==> src/rtl/ace_snoop_responder.sv <==
// ace_snoop_responder: ACE snoop AC/CR/CD responder in front of a cache lookup/update port.
// Define ACE_SNOOP_RESP_CRITICAL_WORD_FIRST_EN to start CD at the snooped word.
package ace_snoop_pkg;
  typedef struct packed {
    logic [63:0] addr;
    logic [3:0]  snoop;
    logic [2:0]  prot;
  } ac_chan_t;
  typedef struct packed {
    logic [63:0] data;
    logic        last;
  } cd_chan_t;
  typedef struct packed {
    ac_chan_t ac;
    logic     ac_valid;
    logic     cr_ready;
    logic     cd_ready;
  } snoop_req_t;
  typedef struct packed {
    logic       ac_ready;
    logic       cr_valid;
    logic [4:0] cr_resp;
    logic       cd_valid;
    cd_chan_t   cd;
  } snoop_resp_t;
endpackage

module ace_snoop_responder #(
  parameter int unsigned DcacheLineWidth = 128,
  parameter int unsigned AxiDataWidth = 64,
  parameter int unsigned AxiAddrWidth = 64,
  parameter type snoop_req_t = ace_snoop_pkg::snoop_req_t,
  parameter type snoop_resp_t = ace_snoop_pkg::snoop_resp_t
) (
  input  logic                       clk_i,
  input  logic                       rst_ni,
  input  snoop_req_t                 snoop_req_i,
  output snoop_resp_t                snoop_resp_o,
  output logic                       lkp_valid_o,
  output logic [AxiAddrWidth-1:0]    lkp_addr_o,
  input  logic                       lkp_ready_i,
  input  logic                       lkp_rsp_valid_i,
  input  logic                       lkp_hit_i,
  input  logic                       lkp_dirty_i,
  input  logic                       lkp_shared_i,
  input  logic [DcacheLineWidth-1:0] lkp_line_i,
  output logic                       upd_valid_o,
  output logic                       upd_inval_o,
  input  logic                       upd_ready_i
);
  localparam int unsigned Words = DcacheLineWidth / AxiDataWidth;
  localparam int unsigned OffW = $clog2(DcacheLineWidth / 8);
  localparam int unsigned WordW = $clog2(AxiDataWidth / 8);
  localparam int unsigned CntW = Words > 1 ? $clog2(Words) : 1;
  localparam logic [2:0] IDLE = 3'd0;
  localparam logic [2:0] LOOKUP = 3'd1;
  localparam logic [2:0] WAIT_RSP = 3'd2;
  localparam logic [2:0] UPDATE = 3'd3;
  localparam logic [2:0] SEND_CR = 3'd4;
  localparam logic [2:0] SEND_CD = 3'd5;
  logic [2:0] state_q, state_d;
  logic [AxiAddrWidth-1:0] addr_q, addr_d;
  logic [3:0] snoop_q, snoop_d;
  logic [DcacheLineWidth-1:0] line_q, line_d;
  logic [4:0] cr_q, cr_d;
  logic inval_q, inval_d;
  logic [CntW-1:0] cnt_q, cnt_d;
  logic init_q;
  logic [CntW-1:0] start_w, nxt_w;
  logic last_w, ro, rd_s, ru, cs, ci, mi, known, dt_w, pd_w, is_w, wu_w, inv_w, upd_w;
  logic unused_in;
  assign unused_in = ^{snoop_req_i.ac.prot, addr_q[OffW-1:0]};
`ifdef ACE_SNOOP_RESP_CRITICAL_WORD_FIRST_EN
  assign start_w = addr_q[OffW-1:WordW];
`else
  assign start_w = '0;
`endif
  assign nxt_w = (cnt_q == CntW'(Words - 1)) ? '0 : cnt_q + 1'b1;
  assign last_w = nxt_w == start_w;
  assign ro = snoop_q == 4'b0000;
  assign rd_s = snoop_q inside {4'b0001, 4'b0010, 4'b0011};
  assign ru = snoop_q == 4'b0111;
  assign cs = snoop_q == 4'b1000;
  assign ci = snoop_q == 4'b1001;
  assign mi = snoop_q == 4'b1101;
  assign known = ro | rd_s | ru | cs | ci | mi;
  assign dt_w = lkp_hit_i & (ro | rd_s | ru | ((cs | ci) & lkp_dirty_i));
  assign pd_w = lkp_hit_i & lkp_dirty_i & (rd_s | ru | cs | ci);
  assign is_w = lkp_hit_i & (ro | rd_s | cs);
  assign wu_w = lkp_hit_i & known & ~lkp_shared_i;
  assign inv_w = ru | ci | mi;
  assign upd_w = lkp_hit_i & (inv_w | ((rd_s | cs) & lkp_dirty_i));
  assign lkp_valid_o = state_q == LOOKUP;
  assign lkp_addr_o = {addr_q[AxiAddrWidth-1:OffW], OffW'(0)};
  assign upd_valid_o = state_q == UPDATE;
  assign upd_inval_o = inval_q;
  always_comb begin
    snoop_resp_o = '0;
    snoop_resp_o.ac_ready = init_q & (state_q == IDLE);
    snoop_resp_o.cr_valid = state_q == SEND_CR;
    snoop_resp_o.cr_resp = cr_q;
    snoop_resp_o.cd_valid = state_q == SEND_CD;
    snoop_resp_o.cd.data = line_q[cnt_q*AxiDataWidth +: AxiDataWidth];
    snoop_resp_o.cd.last = (state_q == SEND_CD) & last_w;
  end
  always_comb begin
    state_d = state_q;
    addr_d = addr_q;
    snoop_d = snoop_q;
    line_d = line_q;
    cr_d = cr_q;
    inval_d = inval_q;
    cnt_d = cnt_q;
    case (state_q)
      IDLE: if (snoop_req_i.ac_valid && init_q) begin
        addr_d = snoop_req_i.ac.addr[AxiAddrWidth-1:0];
        snoop_d = snoop_req_i.ac.snoop;
        state_d = LOOKUP;
      end
      LOOKUP: state_d = lkp_ready_i ? WAIT_RSP : LOOKUP;
      WAIT_RSP: if (lkp_rsp_valid_i) begin
        line_d = lkp_line_i;
        cr_d = {wu_w, is_w, pd_w, 1'b0, dt_w};
        inval_d = inv_w;
        state_d = upd_w ? UPDATE : SEND_CR;
      end
      UPDATE: state_d = upd_ready_i ? SEND_CR : UPDATE;
      SEND_CR: if (snoop_req_i.cr_ready) begin
        cnt_d = start_w;
        state_d = cr_q[0] ? SEND_CD : IDLE;
      end
      SEND_CD: if (snoop_req_i.cd_ready) begin
        cnt_d = nxt_w;
        state_d = last_w ? IDLE : SEND_CD;
      end
      default: state_d = IDLE;
    endcase
  end
  always_ff @(posedge clk_i or negedge rst_ni) begin
    if (!rst_ni) begin
      state_q <= IDLE;
      addr_q <= '0;
      snoop_q <= '0;
      line_q <= '0;
      cr_q <= '0;
      inval_q <= 1'b0;
      cnt_q <= '0;
      init_q <= 1'b0;
    end else begin
      state_q <= state_d;
      addr_q <= addr_d;
      snoop_q <= snoop_d;
      line_q <= line_d;
      cr_q <= cr_d;
      inval_q <= inval_d;
      cnt_q <= cnt_d;
      init_q <= 1'b1;
    end
  end
endmodule

==> config.mk <==
export PLATFORM = sky130hd
export DESIGN_NAME = ace_snoop_responder
export DESIGN_NICKNAME = d
export VERILOG_FILES = /design/src/rtl/ace_snoop_responder.sv
export SDC_FILE = /design/constraint.sdc
export NUM_CORES = 1
export LEC_CHECK = 0
export BUFFER_PORTS_ARGS = -buffer_cell sky130_fd_sc_hd__buf_2
export CAP_MARGIN = 40
export CORE_AREA = 2 2 137 139
export CTS_CLUSTER_DIAMETER = 200
export DETAILED_ROUTE_END_ITERATION = 8
export DIE_AREA = 0 0 139 141
export HOLD_SLACK_MARGIN = 0.06
export PLACE_DENSITY = 0.9
export SKIP_LAST_GASP = 1
export SLEW_MARGIN = 15
export SYNTH_ARGS = -nofsm -noshare
export SYNTH_HDL_FRONTEND = slang
export SYNTH_SLANG_ARGS = --single-unit
==> constraint.sdc <==
create_clock -name clk_i -period 2.75 [get_ports clk_i]
set_input_delay 0.275 -clock clk_i [delete_from_list [all_inputs] [get_ports clk_i]]
set_output_delay 0.275 -clock clk_i [all_outputs]
set_load 0.01 [all_outputs]
# Yosys cells after proc, flatten, opt, wreduce, memory -nomap -nowiden
# Cells that the tools add are included.
# classes
shift	1
reduce_logical	9
add_sub_neg	1
n_eq_ne	16
bitwise_logic	28
muxes	14
# ops
operator	n
variable part select 128 x 8 -> 64 bit	1
two-way mux 3 bit	8
one-hot mux 3 bit (6 select lines)	1
OR 1 bit	15
equality test 4 bit, second input constant	3
bitwise AND 1 bit	11
equality test 4 x 2 -> 1 bit, second input constant	2
equality test 3 x 2 -> 1 bit, second input constant	2
equality test 3 bit, second input constant	2
!= test 2 bit, second input constant	3
equality test 4 x 1 -> 1 bit, second input constant	1
equality test 4 x 3 -> 1 bit, second input constant	1
zero test 4 bit	1
AND reduction 2 bit	2
AND reduction 4 bit	1
equality test 3 x 1 -> 1 bit, second input constant	1
zero test 3 bit	1
two-way mux 1 bit	3
AND reduction 3 bit	1
nonzero test 3 bit	1
two-way mux 2 bit	1
!= test 2 x 1 -> 1 bit, second input constant	1
NOT 1 bit	2
one-hot mux 1 bit (2 select lines)	1
3 further kinds	3
# totals
inputBits	210
out_inout_bits	140
word_cells	77
register_bits	206

# Logic depth before layout (Yosys ltp)
# Gate-level depths: netlist (run 1).
# depth
ltp_word	9
mapped_depth	8
ltp_nobuf	5

# Least setup slack after synthesis (run 1)
# No wires, ideal clock.
# synth_path
kind	flip-flop to flip-flop
from	register state_q[1]
to	register addr_q[10]
t_required_ns	2.625
path_slack_ns	1.165
setup_ns	0.125
synth_period_minus_slack_ns	1.585
path_stages_with_launch	6
arrival_time_ns	1.460
n_path_buf	2
cell_sequence	dfrtp_1 > buf_4 > nor4b_4 > nand2_4 > buf_6 > mux2_2
# synth_via
elab_chain_len	2
# synth_lines
element	line_no	text
start, declared	61	logic [2:0] state_q, state_d;
start signal, assigned	150	state_q <= state_d;
zero test 3 bit	114	case (state_q)
AND reduction 2 bit (no source line)	n/a	
end signal, assigned	151	addr_q <= addr_d;
end, declared	62	logic [AxiAddrWidth-1:0] addr_q, addr_d;
# Every way passes these cells.
# A chain may end at the register's enable or synchronous reset.

==> out/metrics.cfg, run 1 <==
[critical_path]
start_kind = flop
cp_cell_sequence = buf_4 > mux2_2 > buf_2
path_max_fanout = 44
worstSetupEndpointType = output port
path_class = reg -> out
critPathMaxStageDelay_ns = 0.52
cp.required_ns = 2.48
crit_family = buffers and inverters
crit_arrival_ns = 2.00
path_buf_inv = 2
cpMaxStageDelayCell = buf_4

[sta]
fin_worst_skew_ns = 0.02054
period_minus_slack_ns = 2.273
tightest_slew_ns = 0.8331
fin_setup_tns_ns = 0
fmax_mhz = 440.0
slew_violations = 0
setup_violations = 0
fin_crit_sh_pct = 82.64
hold_viol = 0
grt_setup_unrepaired = no
slew_headroom_pct = 44.46

[route]
num_vias = 8363
firstDrtPassIters = 5
route.detailed.drc = 0
ant_nets = 0
routedWlPerCell_um = 18.82
drtIter0Drc = 493
via_per_inst = 5.185
wirelength_um = 30360

[clock_network]
cts-htree-levels = 1
post_cts_buffers = 0
post_cts_resized = 0
clk_latency_ns = 0.51
clk_pin_slew_ns = 0.06
clockRootBuffer = clkbuf_16
tritoncts = built
cts.sinks = 202
cts_hold_buf = 193
clk_path_buf_depth = 3
numCtsBuffers = 22

[flow_run]
drv_cap = 0

[cells_and_area]
mostFrequentLayoutCells = nand2_1 (397), buf_2 (336), dfrtp_1 (201), dlygate4sd3_1 (194), mux2_2 (129)
drive_gt1_share_pct = 37.55
final_nets = 1568
mostFrequentLayoutCell = nand2_1
area_growth_pct = 51.92

[yosys]
synth_top_area_share_pct = 58.07
netlist_area_sq_um = 8705
syn_avg_cell_area_sq_um = 10.33
ys_seq_area_share_pct = 58.07
synthDistinctLibCells = 32
synthTopCellsByArea = dfrtp_1 (58%), nand2_1 (17%), mux2_2 (17%), buf_4 (1.1%), buf_6 (0.91%)
yosys_warnings = 0
synthesis.instances = 843
netlist.top_cell.by_area = dfrtp_1
ys_ff_latch = 202

[pwr]
seqPwrFrac_pct = 38.2
cellPowerDensity_nw_per_um2 = 1052
pwr-share-clk_pct = 21.8
swShare_pct = 36.56
max-vdd-ir-drop_uv = 771.8
p_leak_nw = 6.968
internal-power_mw = 8.829
p_sw_mw = 5.087
comb_power_share_pct = 40.0
fin_total_pwr_mw = 13.92

[die]
die_w_um = 139
rows = 50
coreArea_sq_um = 18270
design.die.area_sq_um = 19600
start_util_pct = 47.65
ios = 350
die_h_um = 141

[place]
io_buffers = 337
place_congestion = 0.8176
dp_hpwl_um = 16050

[worst_hold_path]
worstHoldPathType = in -> reg

[grt]
first_global_vias = 8979
grt_pass1_wl_um = 46640
grt_usage_pct = 29.97
grt_max_degree = 81
grt-ovfl-total = 0
antenna_found_initial = 3

[outcome]
outcome = finished, final reports clean

-- kinds of logic after synthesis --
group / count (synthesis) / synth area share (%)
AOI/OAI and AO/OA: 27 / 1.969
buffers and inverters: 57 / 3.809
DFF: 202 / 58.07
muxes: 131 / 16.92
other: 2 / 0.08628
and+or+nand+nor: 424 / 19.15
-- worst register-to-register path: cells and delay by family (launching register included) --
kind          cells  cell delay [ns]
simple gates      4             1.15
flops             1             0.58
buf+inv           1             0.43
-- area by class of cell --
type                    instances  area [sq um]
diodes                          5         12.51
clock buffers                  32         649.4
clock inverters                 8         96.34
fillers                      1103          5044
inverters                       3         11.26
multi-input cells             588          3343
flip-flops and latches        202          5056
well taps                     234         292.8
repair buffers                541          3762
-- routing by layer --
layer	wire [um]	up-vias	part of all wire (%)	track usage, %
met5	0	-	0	0
met3	2558	158	8.4	8.084
met2	15290	518	50	52.37
li1	-	3721	-	-
met1	10630	3966	35	32.72
met4	1884	0	6.2	18.18
-- stage by stage --
step | instance area [sq um] | hold WS (ns) | util, % | instances | setup slack [ns]
after floorplan | 8720 | -0.02059 | - | 847 | 1.165
after detailed placement | 10520 | 0.3619 | 57.61 | 1374 | 0.6390
after global placement | 10520 | 0.3611 | 57.61 | 1374 | 0.7121
final | 13220 | 0.08422 | 72.39 | 1613 | 0.4775
after global routing | 13220 | 0.08130 | 72.36 | 1611 | 0.3656
after CTS | 13200 | 0.06323 | 72.27 | 1607 | 0.4981
-- power groups by stage --
stage,logic (mW),clock network [mW],registers [mW]
2_1_floorplan,3.08,0,5.19
3_3_place_gp,4.89,0,5.10
3_5_place_dp,5.06,0,5.22
4_1_cts,5.31,3.07,5.18
5_1_grt,6.00,3.19,5.44
6_report,5.57,3.04,5.31
-- state kept, by name (all words and copies together) (netlist names) --
register / count
init_q: 1
line_q: 128
addr_q: 60
state_q: 3
cr_q: 4
snoop_q: 4
cnt_q: 1
upd_inval_o: 1
-- Yosys cell counts (all sizes together) --
library cell and count:
nand2 399, dfrtp 202, mux2 129, buf 34, clkbuf 20, o21ai 9
a21oi 7, nor2 7, nor2b 7, and2 4, a32oi 3, inv 3
conb 2, mux2i 2, o2111ai 2, a211oi 1, a21boi 1, a22o 1
a2bb2oi 1, and3 1, and3b 1, nand2b 1, nand3 1, nand4b 1
nor3b 1, nor4b 1, o211ai 1, o21a 1
-- worst paths after layout --
check	startpoint	endpoint	slack [ns]	cells past startpoint
setup reg to reg	state_q[0]$_DFFE_PN0P_	line_q[113]$_DFFE_PN0P_	0.53	5
hold / removal	lkp_hit_i	cr_q[3]$_DFFE_PN0P_	0.08	3
max in group asynchronous	rst_ni	line_q[14]$_DFFE_PN0P_	1.57	3
min in group asynchronous	rst_ni	snoop_q[0]$_DFFE_PN0P_	0.41	2
hold reg to reg	line_q[125]$_DFFE_PN0P_	line_q[125]$_DFFE_PN0P_	0.47	2
setup / recovery	cnt_q$_DFFE_PN0P_	snoop_resp_o[55]	0.48	3
Power figures use the tool's default switching activity.
==> run 2: changes to the inputs <==
--- a/config.mk
+++ b/config.mk
@@ -7,12 +7,12 @@
 export LEC_CHECK = 0
 export BUFFER_PORTS_ARGS = -buffer_cell sky130_fd_sc_hd__buf_2
 export CAP_MARGIN = 40
-export CORE_AREA = 2 2 137 139
+export CORE_MARGIN = 1
+export CORE_UTILIZATION = 49
 export CTS_CLUSTER_DIAMETER = 200
 export DETAILED_ROUTE_END_ITERATION = 8
-export DIE_AREA = 0 0 139 141
 export HOLD_SLACK_MARGIN = 0.06
-export PLACE_DENSITY = 0.9
+export PLACE_DENSITY = 0.91
 export SKIP_LAST_GASP = 1
 export SLEW_MARGIN = 15
 export SYNTH_ARGS = -nofsm -noshare
==> constraint.sdc (replaced) <==
create_clock -name clk_i -period 2.1 [get_ports clk_i]
set_input_delay 0.21 -clock clk_i [delete_from_list [all_inputs] [get_ports clk_i]]
set_output_delay 0.21 -clock clk_i [all_outputs]
set_load 0.01 [all_outputs]
==> out/metrics.cfg, run 2 (synthesis gave the netlist of run 1 again) <==
[clock_network]
post_cts_buffers = 0  ; unchanged
cts-htree-levels = 1  ; unchanged
post_cts_resized = 0  ; unchanged
tritoncts = built
clk_path_buf_depth = 3  ; unchanged
numCtsBuffers = 21  ; -4.5%
cts_hold_buf = 197  ; +2.1%
clk_pin_slew_ns = 0.06  ; about the same
clk_latency_ns = 0.49  ; -0.02 ns
clockRootBuffer = clkbuf_16
cts.sinks = 202  ; unchanged

[critical_path]
timing.rr.end = line_q[113]$_DFFE_PN0P_
cp_cell_sequence = buf_12 > mux2_2 > buf_2
path_class = reg -> out
critPathMaxStageDelay_ns = 0.43  ; -0.09 ns
path_max_fanout = 69  ; +57%
regToRegStartpoint = state_q[1]$_DFFE_PN0P_
cpMaxStageDelayCell = mux2_2
cp.required_ns = 1.89  ; -0.59 ns
ff2ff_path_depth = 5  ; unchanged
worstSetupEndpointType = output port
reg2reg_slack_ns = 0.13  ; -0.40 ns
start_kind = flop
path_buf_inv = 2  ; unchanged
crit_arrival_ns = 1.85  ; -0.15 ns
crit_family = buffers and inverters
path_depth = 3  ; unchanged

[pwr]
p_leak_nw = 7.002  ; +0.49%
max-vdd-ir-drop_uv = 1001  ; +30%
cellPowerDensity_nw_per_um2 = 1388  ; +32%
p_sw_mw = 6.947  ; +37%
seqPwrFrac_pct = 38.2  ; about the same
comb_power_share_pct = 41.0  ; +1.0 points
pwr-share-clk_pct = 20.8  ; -1.0 points
internal-power_mw = 11.53  ; +31%
swShare_pct = 37.59  ; +1.0 points

[cells_and_area]
fillers = 896  ; -19%
stdcell_count = 1614  ; +0.062%
multi_input_area_sq_um = 3343  ; unchanged
ff_latch_area_sq_um = 5056  ; unchanged
area_growth_pct = 52.94
mostFrequentLayoutCell = nand2_1
reg_top3 = line_q x128, addr_q x60
largest_reg_flops = 128  ; unchanged
final_nets = 1579  ; +0.70%
drive_gt1_share_pct = 37.67  ; +0.12 points
mostFrequentLayoutCells = nand2_1 (397), buf_2 (336), dfrtp_1 (201), dlygate4sd3_1 (197), mux2_2 (129)
regMostFlops = line_q

[route]
via_per_inst = 5.426  ; +4.7%
route.detailed.drc = 0  ; unchanged
firstDrtPassIters = 5  ; unchanged
routedWlPerCell_um = 20.18  ; +7.2%
ant_nets = 0  ; unchanged
num_vias = 8758  ; +4.7%
drtIter0Drc = 578  ; +17%
wirelength_um = 32580  ; +7.3%

[die]
rows = 48  ; -4.0%
ios = 350  ; unchanged
start_util_pct = 50.33  ; +2.7 points
die_h_um = 135.3  ; -4.1%
die_w_um = 135.3  ; -2.7%
design.die.area_sq_um = 18300  ; -6.6%
coreArea_sq_um = 17300  ; -5.3%

[place]
place_congestion = 0.8026  ; -1.8%
io_buffers = 337  ; unchanged
place_ws_ns = 0.3683  ; -0.2707 ns
dp_hpwl_um = 16650  ; +3.7%
dp.cells = 1374  ; unchanged

[sta]
fin_worst_skew_ns = 0.01261  ; -0.007927 ns
fin_crit_sh_pct = 98.14
setup_slack_ns = 0.03901  ; -0.4384 ns
period_minus_slack_ns = 2.061
fin_setup_tns_ns = 0  ; unchanged
fmax_mhz = 485.2
grt_setup_unrepaired = no
setup_violations = 0  ; unchanged
hold_viol = 0  ; unchanged
slew_violations = 0  ; unchanged

[worst_hold_path]
hold_depth = 3  ; unchanged
hold_path.startpoint = snoop_req_i[0]
whs_endpoint = cnt_q$_DFFE_PN0P_
worstHoldPathType = in -> reg

[grt]
grt_pass1_wl_um = 49470  ; +6.1%
grt_usage_pct = 35.38  ; +5.4 points
antenna_found_initial = 2  ; -1
grt_max_degree = 70  ; -14%
first_global_vias = 9272  ; +3.3%
grt-ovfl-total = 0  ; unchanged

[outcome]
outcome = finished, final reports clean

[flow_run]
drv_cap = 0  ; unchanged

-- run 2: cell types whose count changed in the layout (fill, tap and decap cells not counted), sizes merged --
cell / delta
buf: +9
clkbuf: -3
dlygate4sd3: +3
clkinv: -2
clkinvlp: +2
bufinv: +1
diode: +1
inv: -1
-- run 2: power by group through the flow --
stage	clock network, mW	logic, mW	registers (mW)
2_1_floorplan	0	4.03	6.80
3_5_place_dp	0	6.77	6.82
3_3_place_gp	0	6.53	6.65
6_report	3.85	7.57	7.05
5_1_grt	4.03	8.11	7.21
4_1_cts	3.84	7.15	6.79
-- run 2: routing by layer --
metal | global-route usage [%] | share of wire (%)
met1 | 38.77 | 35
met2 | 61.00 | 50
met3 | 9.727 | 9.0
met4 | 21.54 | 5.9
met5 | 0 | 0
-- run 2: through the flow --
step	cell area [sq um]	utilization, %	power [mW]	hold WS, ns
floorplan	8720	-	10.83	-0.08559
global route	13300	76.91	19.35	0.1333
global placement	10630	61.46	13.19	0.1731
CTS	13300	76.88	17.78	0.07855
detailed placement	10630	61.46	13.58	0.1712
finish	13310	76.97	18.48	0.1152
-- run 2: cell type report --
class	instances	area share, %
diodes	6	0.1128
multi-input cells	588	25.11
clock buffers	29	4.323
well taps	225	2.115
inverters	3	0.08459
flip-flops and latches	202	37.98
clock inverters	8	0.9023
repair buffers	553	29.37
-- run 2: worst max path at each step --
| stage | startpoint | end | slack [ns] |
|---|---|---|---|
| final | cnt_q$_DFFE_PN0P_ | snoop_resp_o[21] | 0.04 |
| after global routing | cnt_q$_DFFE_PN0P_ | snoop_resp_o[21] | 0.01 |
| after CTS | cnt_q$_DFFE_PN0P_ | snoop_resp_o[25] | 0.08 |
| after detailed placement | state_q[1]$_DFFE_PN0P_ | line_q[111]$_DFFE_PN0P_ | 0.37 |
| after global placement | state_q[1]$_DFFE_PN0P_ | line_q[107]$_DFFE_PN0P_ | 0.41 |
| after floorplan | state_q[1]$_DFFE_PN0P_ | addr_q[10]$_DFFE_PN0P_ | 0.51 |
-- run 2: worst reg2reg max path, stage by stage (launching register included) --
cell and delay (ns):
dfrtp_1 0.57, nor2b_1 0.40, and2_4 0.37, buf_12 0.25
nand2_1 0.17, nand2_1 0.13
